===== src/rtl/pc_pkg.sv =====
// Shared types and default vectors for the PC sequencer and its return-address stack.
// Purely declarative: no logic, no latency, no flow control.
package pc_pkg;

    typedef enum logic [1:0] {
        BOOT,
        RUN,
        HALT
    } pc_state_e;

    typedef enum logic [2:0] {
        SEQ,
        TRAP,
        JUMP,
        JR,
        BRANCH
    } redir_cause_e;

    localparam logic [31:0] DEF_RESET_VEC = 32'h0000_0000;
    localparam logic [31:0] DEF_TRAP_VEC  = 32'h0000_0080;

endpackage


===== src/rtl/pc_sequencer_if.sv =====
// Request/response bundle between the core control path (master) and the PC sequencer (slave).
// Requests are sampled on the next edge; there is no handshake, dropped requests must be re-held.
interface pc_sequencer_if #(
    parameter int ADDR_W = 32,
    parameter int JIDX_W = 26
);
    logic              stall;
    logic              halt;
    logic              resume;
    logic              trap;
    logic              jump;
    logic [JIDX_W-1:0] jump_idx;
    logic              jr;
    logic [ADDR_W-1:0] jr_target;
    logic              branch_taken;
    logic [ADDR_W-1:0] branch_off;
    logic              call;
    logic              ret;
    logic [ADDR_W-1:0] pc;
    logic [ADDR_W-1:0] pc_next_seq;
    logic              pc_valid;
    logic              redirect;
    logic              ras_underflow;

    modport master (
        output stall, halt, resume, trap, jump, jump_idx, jr, jr_target,
               branch_taken, branch_off, call, ret,
        input  pc, pc_next_seq, pc_valid, redirect, ras_underflow
    );

    modport slave (
        input  stall, halt, resume, trap, jump, jump_idx, jr, jr_target,
               branch_taken, branch_off, call, ret,
        output pc, pc_next_seq, pc_valid, redirect, ras_underflow
    );
endinterface


===== src/rtl/pc_ras.sv =====
// Circular return-address stack; push when full overwrites the oldest entry.
// top/empty/full are combinational from state; push and pop take effect on the next edge.
module pc_ras #(
    parameter int ADDR_W = 32,
    parameter int DEPTH  = 4
) (
    input  logic              clk,
    input  logic              rst,
    input  logic              push,
    input  logic              pop,
    input  logic [ADDR_W-1:0] push_dat,
    output logic [ADDR_W-1:0] top,
    output logic              empty,
    output logic              full
);
    localparam int PTR_W = $clog2(DEPTH);
    localparam int CNT_W = $clog2(DEPTH + 1);

    logic [ADDR_W-1:0] mem [DEPTH];
    logic [PTR_W-1:0]  top_ptr;
    logic [CNT_W-1:0]  count;
    logic              pop_eff;

    assign empty   = (count == '0);
    assign full    = (count == CNT_W'(DEPTH));
    assign top     = mem[top_ptr];
    assign pop_eff = pop && !empty;

    always_ff @(posedge clk or posedge rst) begin
        if (rst) begin
            top_ptr <= '0;
            count   <= '0;
        end else if (push && !pop_eff) begin
            top_ptr <= top_ptr + PTR_W'(1);
            if (!full)
                count <= count + CNT_W'(1);
        end else if (pop_eff && !push) begin
            top_ptr <= top_ptr - PTR_W'(1);
            count   <= count - CNT_W'(1);
        end
    end

    // Pop+push replaces the top in place, leaving depth unchanged.
    always_ff @(posedge clk) begin
        if (push) begin
            if (pop_eff)
                mem[top_ptr] <= push_dat;
            else
                mem[top_ptr + PTR_W'(1)] <= push_dat;
        end
    end

endmodule


===== src/rtl/pc_sequencer.sv =====
// Next-fetch-address sequencer with BOOT/RUN/HALT control; optional RAS under PC_RAS_EN.
// One clk from request to pc update; stalled jump/jr/branch requests are dropped, not queued.
module pc_sequencer
    import pc_pkg::*;
#(
    parameter int                ADDR_W    = 32,
    parameter int                JIDX_W    = 26,
    parameter int                JSHIFT    = 2,
    parameter int                BR_SHIFT  = 2,
    parameter int                INC       = 1,
    parameter logic [ADDR_W-1:0] RESET_VEC = ADDR_W'(DEF_RESET_VEC),
    parameter logic [ADDR_W-1:0] TRAP_VEC  = ADDR_W'(DEF_TRAP_VEC),
    parameter int                RAS_DEPTH = 4
) (
    input logic           clk,
    input logic           rst,
    pc_sequencer_if.slave bus
);
    localparam logic [ADDR_W-1:0] JMASK =
        {{(ADDR_W-JIDX_W-JSHIFT){1'b1}}, {(JIDX_W+JSHIFT){1'b0}}};

    pc_state_e         state;
    redir_cause_e      cause;
    logic [ADDR_W-1:0] pc_q;
    logic [ADDR_W-1:0] pc_nxt;
    logic [ADDR_W-1:0] seq_pc;
    logic [ADDR_W-1:0] jump_pc;
    logic [ADDR_W-1:0] branch_pc;
    logic [ADDR_W-1:0] jr_pc;
    logic              accept;
    logic              take_jump;
    logic              take_jr;
    logic              underflow_nxt;

    assign seq_pc    = pc_q + ADDR_W'(INC);
    assign jump_pc   = (pc_q & JMASK) | ({{(ADDR_W-JIDX_W){1'b0}}, bus.jump_idx} << JSHIFT);
    assign branch_pc = pc_q + (bus.branch_off << BR_SHIFT);
    assign accept    = (state == RUN) && !bus.trap && !bus.halt && !bus.stall;
    assign take_jump = accept && bus.jump;
    assign take_jr   = accept && !bus.jump && bus.jr;

`ifdef PC_RAS_EN
    logic              ras_push;
    logic              ras_pop;
    logic [ADDR_W-1:0] ras_top;
    logic              ras_empty;
    logic              unused_ras_full;

    assign ras_push = (take_jump || take_jr) && bus.call;
    assign ras_pop  = take_jr && bus.ret;

    pc_ras #(
        .ADDR_W (ADDR_W),
        .DEPTH  (RAS_DEPTH)
    ) u_ras (
        .clk      (clk),
        .rst      (rst),
        .push     (ras_push),
        .pop      (ras_pop),
        .push_dat (seq_pc),
        .top      (ras_top),
        .empty    (ras_empty),
        .full     (unused_ras_full)
    );

    assign jr_pc         = (bus.ret && !ras_empty) ? ras_top : bus.jr_target;
    assign underflow_nxt = ras_pop && ras_empty;
`else
    logic unused_ras_req;

    assign unused_ras_req = &{1'b0, bus.call, bus.ret};
    assign jr_pc          = bus.jr_target;
    assign underflow_nxt  = 1'b0;
`endif

    always_comb begin
        cause  = SEQ;
        pc_nxt = seq_pc;
        if (bus.trap) begin
            cause  = TRAP;
            pc_nxt = TRAP_VEC;
        end else if (take_jump) begin
            cause  = JUMP;
            pc_nxt = jump_pc;
        end else if (take_jr) begin
            cause  = JR;
            pc_nxt = jr_pc;
        end else if (accept && bus.branch_taken) begin
            cause  = BRANCH;
            pc_nxt = branch_pc;
        end
    end

    always_ff @(posedge clk or posedge rst) begin
        if (rst) begin
            state             <= BOOT;
            pc_q              <= RESET_VEC;
            bus.pc_valid      <= 1'b0;
            bus.redirect      <= 1'b0;
            bus.ras_underflow <= 1'b0;
        end else begin
            bus.redirect      <= 1'b0;
            bus.ras_underflow <= 1'b0;
            case (state)
                BOOT: begin
                    state        <= RUN;
                    bus.pc_valid <= 1'b1;
                end
                RUN: begin
                    if (bus.trap) begin
                        pc_q         <= pc_nxt;
                        bus.redirect <= 1'b1;
                    end else if (bus.halt) begin
                        state        <= HALT;
                        bus.pc_valid <= 1'b0;
                    end else if (!bus.stall) begin
                        pc_q              <= pc_nxt;
                        bus.redirect      <= (cause != SEQ);
                        bus.ras_underflow <= underflow_nxt;
                    end
                end
                HALT: begin
                    if (bus.trap) begin
                        state        <= RUN;
                        pc_q         <= TRAP_VEC;
                        bus.pc_valid <= 1'b1;
                        bus.redirect <= 1'b1;
                    end else if (bus.resume) begin
                        state        <= RUN;
                        bus.pc_valid <= 1'b1;
                    end
                end
                default: state <= BOOT;
            endcase
        end
    end

    assign bus.pc          = pc_q;
    assign bus.pc_next_seq = seq_pc;

endmodule


===== src/flat_wrapper.sv =====
// flat-port wrapper written by rule: the top's interface ports become plain ports
module pc_sequencer_flat import pc_pkg::*;
#(
    parameter int                ADDR_W    = 32,
    parameter int                JIDX_W    = 26,
    parameter int                JSHIFT    = 2,
    parameter int                BR_SHIFT  = 2,
    parameter int                INC       = 1,
    parameter logic [ADDR_W-1:0] RESET_VEC = ADDR_W'(DEF_RESET_VEC),
    parameter logic [ADDR_W-1:0] TRAP_VEC  = ADDR_W'(DEF_TRAP_VEC),
    parameter int                RAS_DEPTH = 4
)
  (clk, rst, bus_stall, bus_halt, bus_resume, bus_trap, bus_jump, bus_jump_idx, bus_jr, bus_jr_target, bus_branch_taken, bus_branch_off, bus_call, bus_ret, bus_pc, bus_pc_next_seq, bus_pc_valid, bus_redirect, bus_ras_underflow);
  pc_sequencer_if #(.ADDR_W(ADDR_W), .JIDX_W(JIDX_W)) bus_i ();
  input logic clk;
  input logic rst;
  input wire logic [$bits(bus_i.stall)-1:0] bus_stall;
  input wire logic [$bits(bus_i.halt)-1:0] bus_halt;
  input wire logic [$bits(bus_i.resume)-1:0] bus_resume;
  input wire logic [$bits(bus_i.trap)-1:0] bus_trap;
  input wire logic [$bits(bus_i.jump)-1:0] bus_jump;
  input wire logic [$bits(bus_i.jump_idx)-1:0] bus_jump_idx;
  input wire logic [$bits(bus_i.jr)-1:0] bus_jr;
  input wire logic [$bits(bus_i.jr_target)-1:0] bus_jr_target;
  input wire logic [$bits(bus_i.branch_taken)-1:0] bus_branch_taken;
  input wire logic [$bits(bus_i.branch_off)-1:0] bus_branch_off;
  input wire logic [$bits(bus_i.call)-1:0] bus_call;
  input wire logic [$bits(bus_i.ret)-1:0] bus_ret;
  output wire logic [$bits(bus_i.pc)-1:0] bus_pc;
  output wire logic [$bits(bus_i.pc_next_seq)-1:0] bus_pc_next_seq;
  output wire logic [$bits(bus_i.pc_valid)-1:0] bus_pc_valid;
  output wire logic [$bits(bus_i.redirect)-1:0] bus_redirect;
  output wire logic [$bits(bus_i.ras_underflow)-1:0] bus_ras_underflow;
  assign bus_i.stall = bus_stall;
  assign bus_i.halt = bus_halt;
  assign bus_i.resume = bus_resume;
  assign bus_i.trap = bus_trap;
  assign bus_i.jump = bus_jump;
  assign bus_i.jump_idx = bus_jump_idx;
  assign bus_i.jr = bus_jr;
  assign bus_i.jr_target = bus_jr_target;
  assign bus_i.branch_taken = bus_branch_taken;
  assign bus_i.branch_off = bus_branch_off;
  assign bus_i.call = bus_call;
  assign bus_i.ret = bus_ret;
  assign bus_pc = bus_i.pc;
  assign bus_pc_next_seq = bus_i.pc_next_seq;
  assign bus_pc_valid = bus_i.pc_valid;
  assign bus_redirect = bus_i.redirect;
  assign bus_ras_underflow = bus_i.ras_underflow;
  pc_sequencer #(.ADDR_W(ADDR_W), .JIDX_W(JIDX_W), .JSHIFT(JSHIFT), .BR_SHIFT(BR_SHIFT), .INC(INC), .RESET_VEC(RESET_VEC), .TRAP_VEC(TRAP_VEC), .RAS_DEPTH(RAS_DEPTH)) u_core (.clk(clk), .rst(rst), .bus(bus_i));
endmodule

===== config.mk =====
export PLATFORM = sky130hd
export DESIGN_NAME = pc_sequencer_flat
export DESIGN_NICKNAME = d
export VERILOG_FILES = /design/src/rtl/pc_pkg.sv /design/src/rtl/pc_sequencer_if.sv /design/src/rtl/pc_ras.sv /design/src/rtl/pc_sequencer.sv /design/src/flat_wrapper.sv
export SDC_FILE = /design/constraint.sdc
export NUM_CORES = 1
export LEC_CHECK = 0
export ABC_AREA = 1
export BUFFER_PORTS_ARGS = -buffer_cell sky130_fd_sc_hd__buf_2
export CORE_MARGIN = 5
export CORE_UTILIZATION = 40
export CTS_CLUSTER_DIAMETER = 50
export DETAILED_ROUTE_END_ITERATION = 12
export GPL_ROUTABILITY_DRIVEN = 0
export PLACE_DENSITY_LB_ADDON = 0.2
export SLEW_MARGIN = 20
export SYNTH_ARGS = -nofsm -noshare
export SYNTH_HDL_FRONTEND = slang
export SYNTH_HIERARCHICAL = 1
export SYNTH_SLANG_ARGS = --single-unit

===== constraint.sdc =====
create_clock -name clk -period 2.1 [get_ports clk]
set_input_delay 0.42 -clock clk [delete_from_list [all_inputs] [get_ports clk]]
set_output_delay 0.42 -clock clk [all_outputs]
set_load 0.02 [all_outputs]

* After elaboration in Yosys (flattened, before gate mapping) *
Index checks and enable logic that the tools add are counted.

word-level totals
  word-level logic and storage cells = 61
  register bits = 36
  input port bits = 101

cells by class
  muxes and demuxes = 28
  add/subtract/negate cells = 2
  eq/ne operators = 8
  reductions and logical operators = 18
  bitwise operators = 1

operators by type and width
  operator                 number
  $mux W32                 8
  $pmux W32 S2             1
  $add A32 B1 Y32 const B  1
  $add A32 B32 Y32         1
  $or A32 B28 Y32          1
  $mux W3                  4
  $ne A3 B3 Y1 const B     3
  $mux W1                  8
  $mux W2                  4
  $reduce_and A4 Y1        2
  $logic_and A1 B1 Y1      7
  $ne A2 B2 Y1 const B     3
  $pmux W2 S3              1
  $reduce_bool A3 Y1       2
  $logic_not A1 Y1         4
  $pmux W1 S3              1
  $reduce_and A3 Y1        1
  $eq A2 B1 Y1 const B     1
  $eq A2 B2 Y1 const B     1
  $logic_not A2 Y1         1
  $pmux W1 S2              1
  $reduce_bool A2 Y1       1

* Depth between registers and ports, before layout *
Gate-level depths: netlist (run 1).

  word-level depth = 14
  mapped depth = 18

* Least setup slack after synthesis (run 1) *
No wires, ideal clock.

  path kind = reg2reg
  from = register u_core.pc_q[2], in the netlist u_core/bus.pc[2]
  to = register u_core.pc_q[24], in the netlist u_core/bus.pc[24]
  path buffers = 0
  setup time = 0.117 ns
  slack = -0.116 ns
  stages on the path, launching flop included = 19
  arrival = 2.099 ns
  data required time = 1.983 ns
  cells stage by stage = dfrtp_1 > ha_1 > inv_1 > fa_1 > inv_1 > nand2_1 > nand2_1 > and2_1 > nand2_1 > nand2_1 > nand2_1 > nand3_1 > nand2_1 > nand3_1 > nand2_1 > nand2_1 > nand2_1 > nand2_1 > nand2_1

on the way
  longest elaborated chain between the ends = 9

ends and longest elaborated chain
  item                                                        RTL line                                RTL
  start, declared                                             pc_sequencer.sv:24                      logic [ADDR_W-1:0] pc_q;
  start signal, assigned                                      pc_sequencer.sv:111                     pc_q <= pc_nxt;
  start signal, assigned                                      pc_sequencer.sv:117                     pc_q <= pc_nxt;
  $add A32 B1 Y32 / $add A32 B32 Y32 (equally long branches)  pc_sequencer.sv:35, pc_sequencer.sv:37
  $mux W32 *                                                  pc_sequencer.sv:88                      end else if (accept && bus.branch_taken) begin
  $mux W32 *                                                  pc_sequencer.sv:85                      end else if (take_jr) begin
  $mux W32 *                                                  pc_sequencer.sv:82                      end else if (take_jump) begin
  $mux W32 *                                                  pc_sequencer.sv:79                      if (bus.trap) begin
  $mux W32                                                    pc_sequencer.sv:116                     end else if (!bus.stall) begin
  $mux W32                                                    pc_sequencer.sv:113                     end else if (bus.halt) begin
  $mux W32 *                                                  pc_sequencer.sv:110                     if (bus.trap) begin
  $pmux W32 S2 *                                              pc_sequencer.sv:104                     case (state)

Mark *: on every way between the ends. The rest lies on a longest branch, timed or not. The select of a mux whose other input is x is not followed.
A chain may end at the register's enable or synchronous reset.

* Worst setup path after layout (run 1) *
  from = register u_core.pc_q[6], in the netlist u_core/bus.pc[6]
  to = output bus_pc_next_seq[30]

on the way
  longest elaborated chain between the ends = 1

ends and longest elaborated chain
  item             RTL line            RTL
  $add A32 B1 Y32  pc_sequencer.sv:35  assign seq_pc = pc_q + ADDR_W'(INC);
  end, declared    flat_wrapper.sv:30  output wire logic [$bits(bus_i.pc_next_seq)-1:0] bus_pc_next_seq;

No other way between the ends.

==> results of run 1 <==
==> cell usage in the layout, fill, tap and decap left out, types with 9 or more instances in the layout <==
| cell type | netlist | routed |
|---|---|---|
| nand4_1 | 13 | 13 |
| nor2_1 | 114 | 73 |
| xor2_1 | 20 | 9 |
| ha_4 | 0 | 23 |
| buf_6 | 1 | 61 |
| nor2_4 | 6 | 25 |
| ha_1 | 35 | 12 |
| o21ai_0 | 33 | 18 |
| a21oi_1 | 31 | 19 |
| inv_2 | 8 | 28 |
| nand3_2 | 5 | 40 |
| dfrtp_2 | 0 | 13 |
| nand2_4 | 1 | 28 |
| nand3_1 | 69 | 26 |
| inv_1 | 138 | 113 |
| o21ai_1 | 4 | 15 |
| buf_4 | 3 | 183 |
| dfrtp_1 | 36 | 23 |
| nor2_2 | 2 | 24 |
| a21oi_2 | 1 | 10 |
| buf_2 | 8 | 139 |
| nand2_2 | 5 | 82 |
| nand2_1 | 371 | 267 |
==> path summary, 6_finish.rpt <==
| check | start | to | slack, ns | depth (start not counted) |
|---|---|---|---|---|
| worst max-delay path | u_core/bus.pc[6] | bus_pc_next_seq[30] | -0.37 | 13 |
| worst min-delay path | rst | u_core/bus.pc_valid | 0.23 | 3 |
| worst max register to register | u_core/bus.pc[5] | u_core/bus.pc[12] | -0.24 | 16 |
| worst min register to register | u_core/bus.pc_valid | u_core/bus.pc_valid | 0.50 | 1 |
| max in group asynchronous | rst | u_core/bus.pc[22] | 1.44 | 3 |
| min in group clk | bus_jump_idx[4] | u_core/bus.pc[6] | 0.37 | 3 |
==> critical path: stages (launching register included) <==
cell and delay [ns]:
dfrtp_1 0.39, buf_4 0.15, nand2_2 0.09, nor2_4 0.13
nand2_4 0.09, nor2_4 0.19, inv_2 0.07, nor2_4 0.10
nand2_2 0.07, nor2_2 0.12, nand2_1 0.08, nand2_1 0.10
inv_2 0.05, buf_6 0.12
==> per-layer routing <==
metal / track usage [%] / share of wire [%]
met1: 38.2 / 36
met3: 3.92 / 11
met5: 0 / 0
met4: 14.4 / 6.9
met2: 48.5 / 46
==> flip-flops by register name, summed over array words and instances (netlist names) <==
| name | count |
|---|---|
| u_core/bus.pc_valid | 1 |
| u_core/bus.redirect | 1 |
| u_core/bus.pc | 32 |
| u_core/state | 2 |
==> layout make-up <==
cell class | count | area, µm² | area share, %
repair buffers | 387 | 2840 | 27.8
multi-input cells | 785 | 5490 | 53.8
inverters | 147 | 567 | 5.56
clock buffers | 6 | 129 | 1.26
flip-flops and latches | 36 | 917 | 9.00
clock inverters | 2 | 35.0 | 0.344
well taps | 176 | 220 | 2.16
==> logic make-up (layout without fill, tap and decap cells) <==
logic type | count (synthesis) | count (layout) | synth area share (%)
fa+ha+maj | 36 | 36 | 8.33
buf+inv | 163 | 542 | 11.7
other cells | 1 | 1 | 0.0682
simple gates | 621 | 621 | 48.1
flops | 36 | 36 | 16.4
compound gates | 104 | 104 | 11.7
xor+xnor | 22 | 22 | 3.50
mux | 1 | 1 | 0.182
==> timing repair <==
action,4_1_cts,5_1_grt
cloned,0,0
resized for setup,206,269
buffers inserted,39,43
pin swaps,64,126
setup endpoints to repair,48,59
==> synth_stat cells (9+ instances only) <==
library cell  instances
nor3_1               14
a21oi_1              31
ha_1                 35
o21ai_0              33
inv_1               138
nand3_1              69
and2_1                9
dfrtp_1              36
nand4_1              13
nand2_1             371
nor2_1              114
xor2_1               20
==> metrics by stage <==
step / setup WS (ns) / setup TNS (ns) / cell area [µm²] / cells
2_1_floorplan: 0.00500 / 0 / 5520 / 984
3_3_place_gp: -0.227 / -2.95 / 7600 / 1453
3_5_place_dp: -0.217 / -3.38 / 7600 / 1453
4_1_cts: -0.190 / -2.62 / 8880 / 1500
5_1_grt: -0.389 / -10.98 / 10200 / 1539
6_report: -0.369 / -7.51 / 10200 / 1539
==> power groups by stage <==
stage | sequential, mW | clock (mW) | combinational [mW]
detailed placement | 1.26 | 0 | 6.56
floorplan | 1.57 | 0 | 3.28
CTS | 1.25 | 0.880 | 7.79
global route | 1.34 | 0.908 | 10.3
global placement | 1.26 | 0 | 6.50
finish | 1.33 | 0.882 | 9.79
==> flow_metrics.py, run 1 <==
metrics = {
    "route": {
        "vias": 8815,
        "drt-total-wl_um": 30000,
        "first_iter_violations": 1116,
        "wire_per_inst_um": 19.5,
        "avgViaCountPerCell": 5.73,
        "ant_nets": 0,
        "firstDrtPassIters": 8,
        "post-route-drc-count": 0,
    },
    "power": {
        "seqPwrFrac_pct": 11.1,
        "internal-power_mw": 5.73,
        "total_power_mw": 12.0,
        "powerDensity_nw_per_um2": 1180,
        "p_clk_share_pct": 7.4,
        "switching_share_pct": 52.2,
        "p_leak_nw": 5.59,
        "p_comb_share_pct": 81.6,
        "switchingPower_mw": 6.26,
        "vdd_drop_max_uv": 855,
    },
    "floorplan": {
        "die_h_um": 127,
        "die_area_um2": 16200,
        "io_pins": 168,
        "coreArea_um2": 13300,
        "die_w_um": 127,
        "initial_utilization_pct": 41.2,
        "placementRows": 42,
    },
    "synth": {
        "yosysSeqAreaShare_pct": 16.4,
        "synth.cell_area_um2": 5500,
        "synth_warnings": 6,
        "synth_area_leaders": "nand2_1 (25%), dfrtp_1 (16%), inv_1 (9.4%)",
        "synth-edff-count": 0,
        "synth_cells": 984,
        "synth_nets": 1121,
        "synth_top_flop_cell": "dfrtp_1",
        "syn_area_per_cell_um2": 5.59,
        "synthArstFlopShare_pct": 100,
        "ys_types": 47,
        "synth_top_area_cell": "nand2_1",
        "ys_ff_latch": 36,
        "yosysTopAreaCellShare_pct": 25.3,
    },
    "timing": {
        "clock_skew_ns": 0.0109,
        "fin_hold_ws_ns": 0.233,
        "worst_pin_slew_ns": 0.546,
        "timing.final.crit_share_pct": 118,
        "maxSlewViolCount": 0,
        "setup_viol": 49,
        "max_freq_mhz": 405,
        "hold_viol": 0,
        "finalCriticalPeriod_ns": 2.47,
        "rsz0062_at_grt": "yes",
        "worst_slack_ns": -0.369,
        "relSlewSlack_pct": 63.6,
    },
    "grt": {
        "antenna_found_initial": 0,
        "grt_pass1_vias": 7829,
        "grt_pass1_wl_um": 38000,
        "grt_usage_pct": 29.5,
        "grt.overflow.total": 0,
        "grt_start_max_net_pins": 37,
    },
    "critical_path": {
        "cp_max_fo": 5,
        "start_kind": "flop",
        "arrival_ns": 2.05,
        "worstPathRequired_ns": 1.68,
        "worstSetupPathType": "flop to primary output",
        "cp-end-kind": "primary output",
    },
    "clock_network": {
        "clk-insertion-delay-late_ns": 0.30,
        "clk_pin_slew_ns": 0.07,
        "cts_buffers": 5,
        "cts_max_level": 2,
        "root_buffer": "clkbuf_16",
        "cts_buffer_depth": 2,
        "cts_hold_buf": 0,
        "cts_num_sinks": 36,
        "cts_tree": "done",
    },
    "final_layout": {
        "diodes": 0,
        "drive_gt1_share_pct": 54.0,
        "fin_util_pct": 76.4,
        "fillers": 886,
        "area_growth_syn_to_layout_pct": 85.4,
        "fin_nets": 1499,
    },
    "place": {
        "dpl.hpwl_um": 18800,
        "port_buffers": 162,
    },
    "hold_path": {
        "hold_path_class": "input pin to asynchronous set/reset pin",
    },
    "status": {
        "violations": "negative setup slack",
        "outcome": "finished, violations left",
    },
    "flow_run": {
        "drv_cap": 0,
    },
}
Power figures use the tool's default switching activity.
==> run 2, diff against run 1 <==
- clock period: 2.1 -> 2.54 ns (I/O delays scaled with it)
==> run 2 against run 1 <==
Compared with the run above:
- the run now ends clean
- register-to-register slack improved by 0.42 ns
- clock-buffer cell count unchanged
- critical path type unchanged
- via count is 21% lower
- largest cell class unchanged
==> flow_metrics.py, run 2 (synthesis gave the netlist of run 1 again) <==
metrics = {
    "critical_path": {
        "worstPathRequired_ns": 2.03,
        "arrival_ns": 1.96,
        "worstSetupPathType": "flop to primary output",
        "reg2regPathDepth": 18,
        "cp-end-kind": "primary output",
        "start_kind": "flop",
        "cp_max_fo": 4,
    },
    "clock_network": {
        "clk-insertion-delay-late_ns": 0.29,
        "root_buffer": "clkbuf_16",
        "cts_num_sinks": 36,
        "cts_hold_buf": 0,
        "cts_tree": "done",
        "cts_max_level": 2,
        "cts_buffers": 5,
        "clk_pin_slew_ns": 0.06,
        "cts_buffer_depth": 2,
    },
    "status": {
        "outcome": "finished, final reports clean",
    },
    "floorplan": {
        "placementRows": 42,
        "die_h_um": 127,
        "die_w_um": 127,
        "io_pins": 168,
        "coreArea_um2": 13300,
        "die_area_um2": 16200,
        "initial_utilization_pct": 41.2,
    },
    "place": {
        "preCtsSetupSlack_ns": 0.0259,
        "port_buffers": 162,
        "dp_cells": 1344,
        "dpl.hpwl_um": 17600,
    },
    "final_layout": {
        "regArea_um2": 917,
        "drive_gt1_share_pct": 23.5,
        "largest_reg_flops": 32,
        "multiInputGateArea_um2": 4010,
        "area_growth_syn_to_layout_pct": 27.7,
        "final_cell_mix": "nand2_1 (369), buf_2 (160), inv_1 (137), nor2_1 (109), nand3_1 (69)",
        "finalNonFillerCells": 1356,
        "fillers": 1454,
        "final_common_cell": "nand2_1",
        "fin_nets": 1316,
        "diodes": 0,
    },
    "timing": {
        "rsz0062_at_grt": "yes",
        "worst_pin_slew_ns": 0.620,
        "setup_viol": 0,
        "hold_viol": 0,
        "finalCriticalPeriod_ns": 2.47,
        "worst_slack_ns": 0.0689,
        "relSlewSlack_pct": 58.6,
        "max_freq_mhz": 405,
        "timing.final.crit_share_pct": 97.3,
        "clock_skew_ns": 0.00861,
        "final.setup.tns_ns": 0,
        "maxSlewViolCount": 0,
    },
    "flow_run": {
        "drv_cap": 0,
    },
    "grt": {
        "grt_usage_pct": 25.6,
        "grt_pass1_wl_um": 33100,
        "grt_pass1_vias": 6458,
        "grt.overflow.total": 0,
        "antenna_found_initial": 0,
        "grt_start_max_net_pins": 37,
    },
    "power": {
        "total_power_mw": 6.58,
        "powerDensity_nw_per_um2": 937,
        "p_leak_nw": 4.15,
        "vdd_drop_max_uv": 528,
    },
    "route": {
        "vias": 6978,
        "wire_per_inst_um": 15.7,
        "post-route-drc-count": 0,
        "drt-total-wl_um": 21300,
        "firstDrtPassIters": 5,
        "first_iter_violations": 649,
        "avgViaCountPerCell": 5.15,
        "ant_nets": 0,
    },
    "hold_path": {
        "hold_path_class": "input pin to asynchronous set/reset pin",
    },
}
run 2: cell count changes in the layout (fill, tap and decap cells not counted), moves of 36 or more:
cell / delta
buf_4: -141
nand2_1: +102
nand3_1: +43
nand2_2: -76
buf_6: -61
nor2_1: +36
nand3_2: -36
run 2: worst max-delay path: stages, from the launching register on:
cell	delay, ns
dfrtp_1	0.47
buf_4	0.20
nand2_1	0.05
inv_1	0.10
nand3_1	0.11
inv_1	0.11
nand2_1	0.06
nor2_1	0.12
a21o_1	0.14
and2_1	0.14
buf_2	0.17
run 2: cell type report:
cell class | instances | share of cell area, %
inverter | 147 | 7.86
clock buffer | 6 | 1.84
multi-input combinational | 785 | 57.1
tap | 176 | 3.14
sequential | 36 | 13.1
clock inverter | 2 | 0.499
timing repair buffer | 204 | 16.5
run 2: what timing repair did:
action                                  CTS  global route
endpoints found under the hold margin     0             0
resized for setup                         8            23
pin swaps                                 0             3
buffers inserted                          1             3
endpoints found under the setup margin   10            17
run 2: power by group:
part	switching (mW)	total, mW	internal [mW]
clock	0.260	0.722	0.462
combinational	3.06	4.70	1.64
sequential	0.356	1.16	0.799
total	3.68	6.58	2.90
run 2: stage by stage:
step                area [µm²]  hold slack [ns]  utilization, %
detailed placement        6750            0.486            50.6
global route              7020            0.398            52.6
CTS                       6940            0.352            52.0
floorplan                 5500            0.595               -
global placement          6750            0.495            50.6
finish                    7020            0.340            52.6
run 2: path summary, 6_finish.rpt:
kind	slack, ns	endpoint	startpoint
min in group clk	0.48	u_core/bus.pc[9]	bus_jr_target[9]
hold / removal	0.34	u_core/bus.pc[18]	rst
setup reg to reg	0.18	u_core/bus.pc[24]	u_core/bus.pc[2]
max in group asynchronous	1.83	u_core/bus.pc[13]	rst
hold reg to reg	0.51	u_core/bus.pc_valid	u_core/bus.pc_valid
setup / recovery	0.07	bus_pc_next_seq[22]	u_core/bus.pc[19]
run 2: metal layers:
| layer | track usage (%) | wire, µm | vias to the layer above |
|---|---|---|---|
| li1 | - | - | 3515 |
| met1 | 35.7 | 9420 | 3140 |
| met2 | 42.8 | 9860 | 294 |
| met3 | 3.17 | 1690 | 29 |
| met4 | 5.11 | 341 | 0 |
| met5 | 0 | 0 | - |
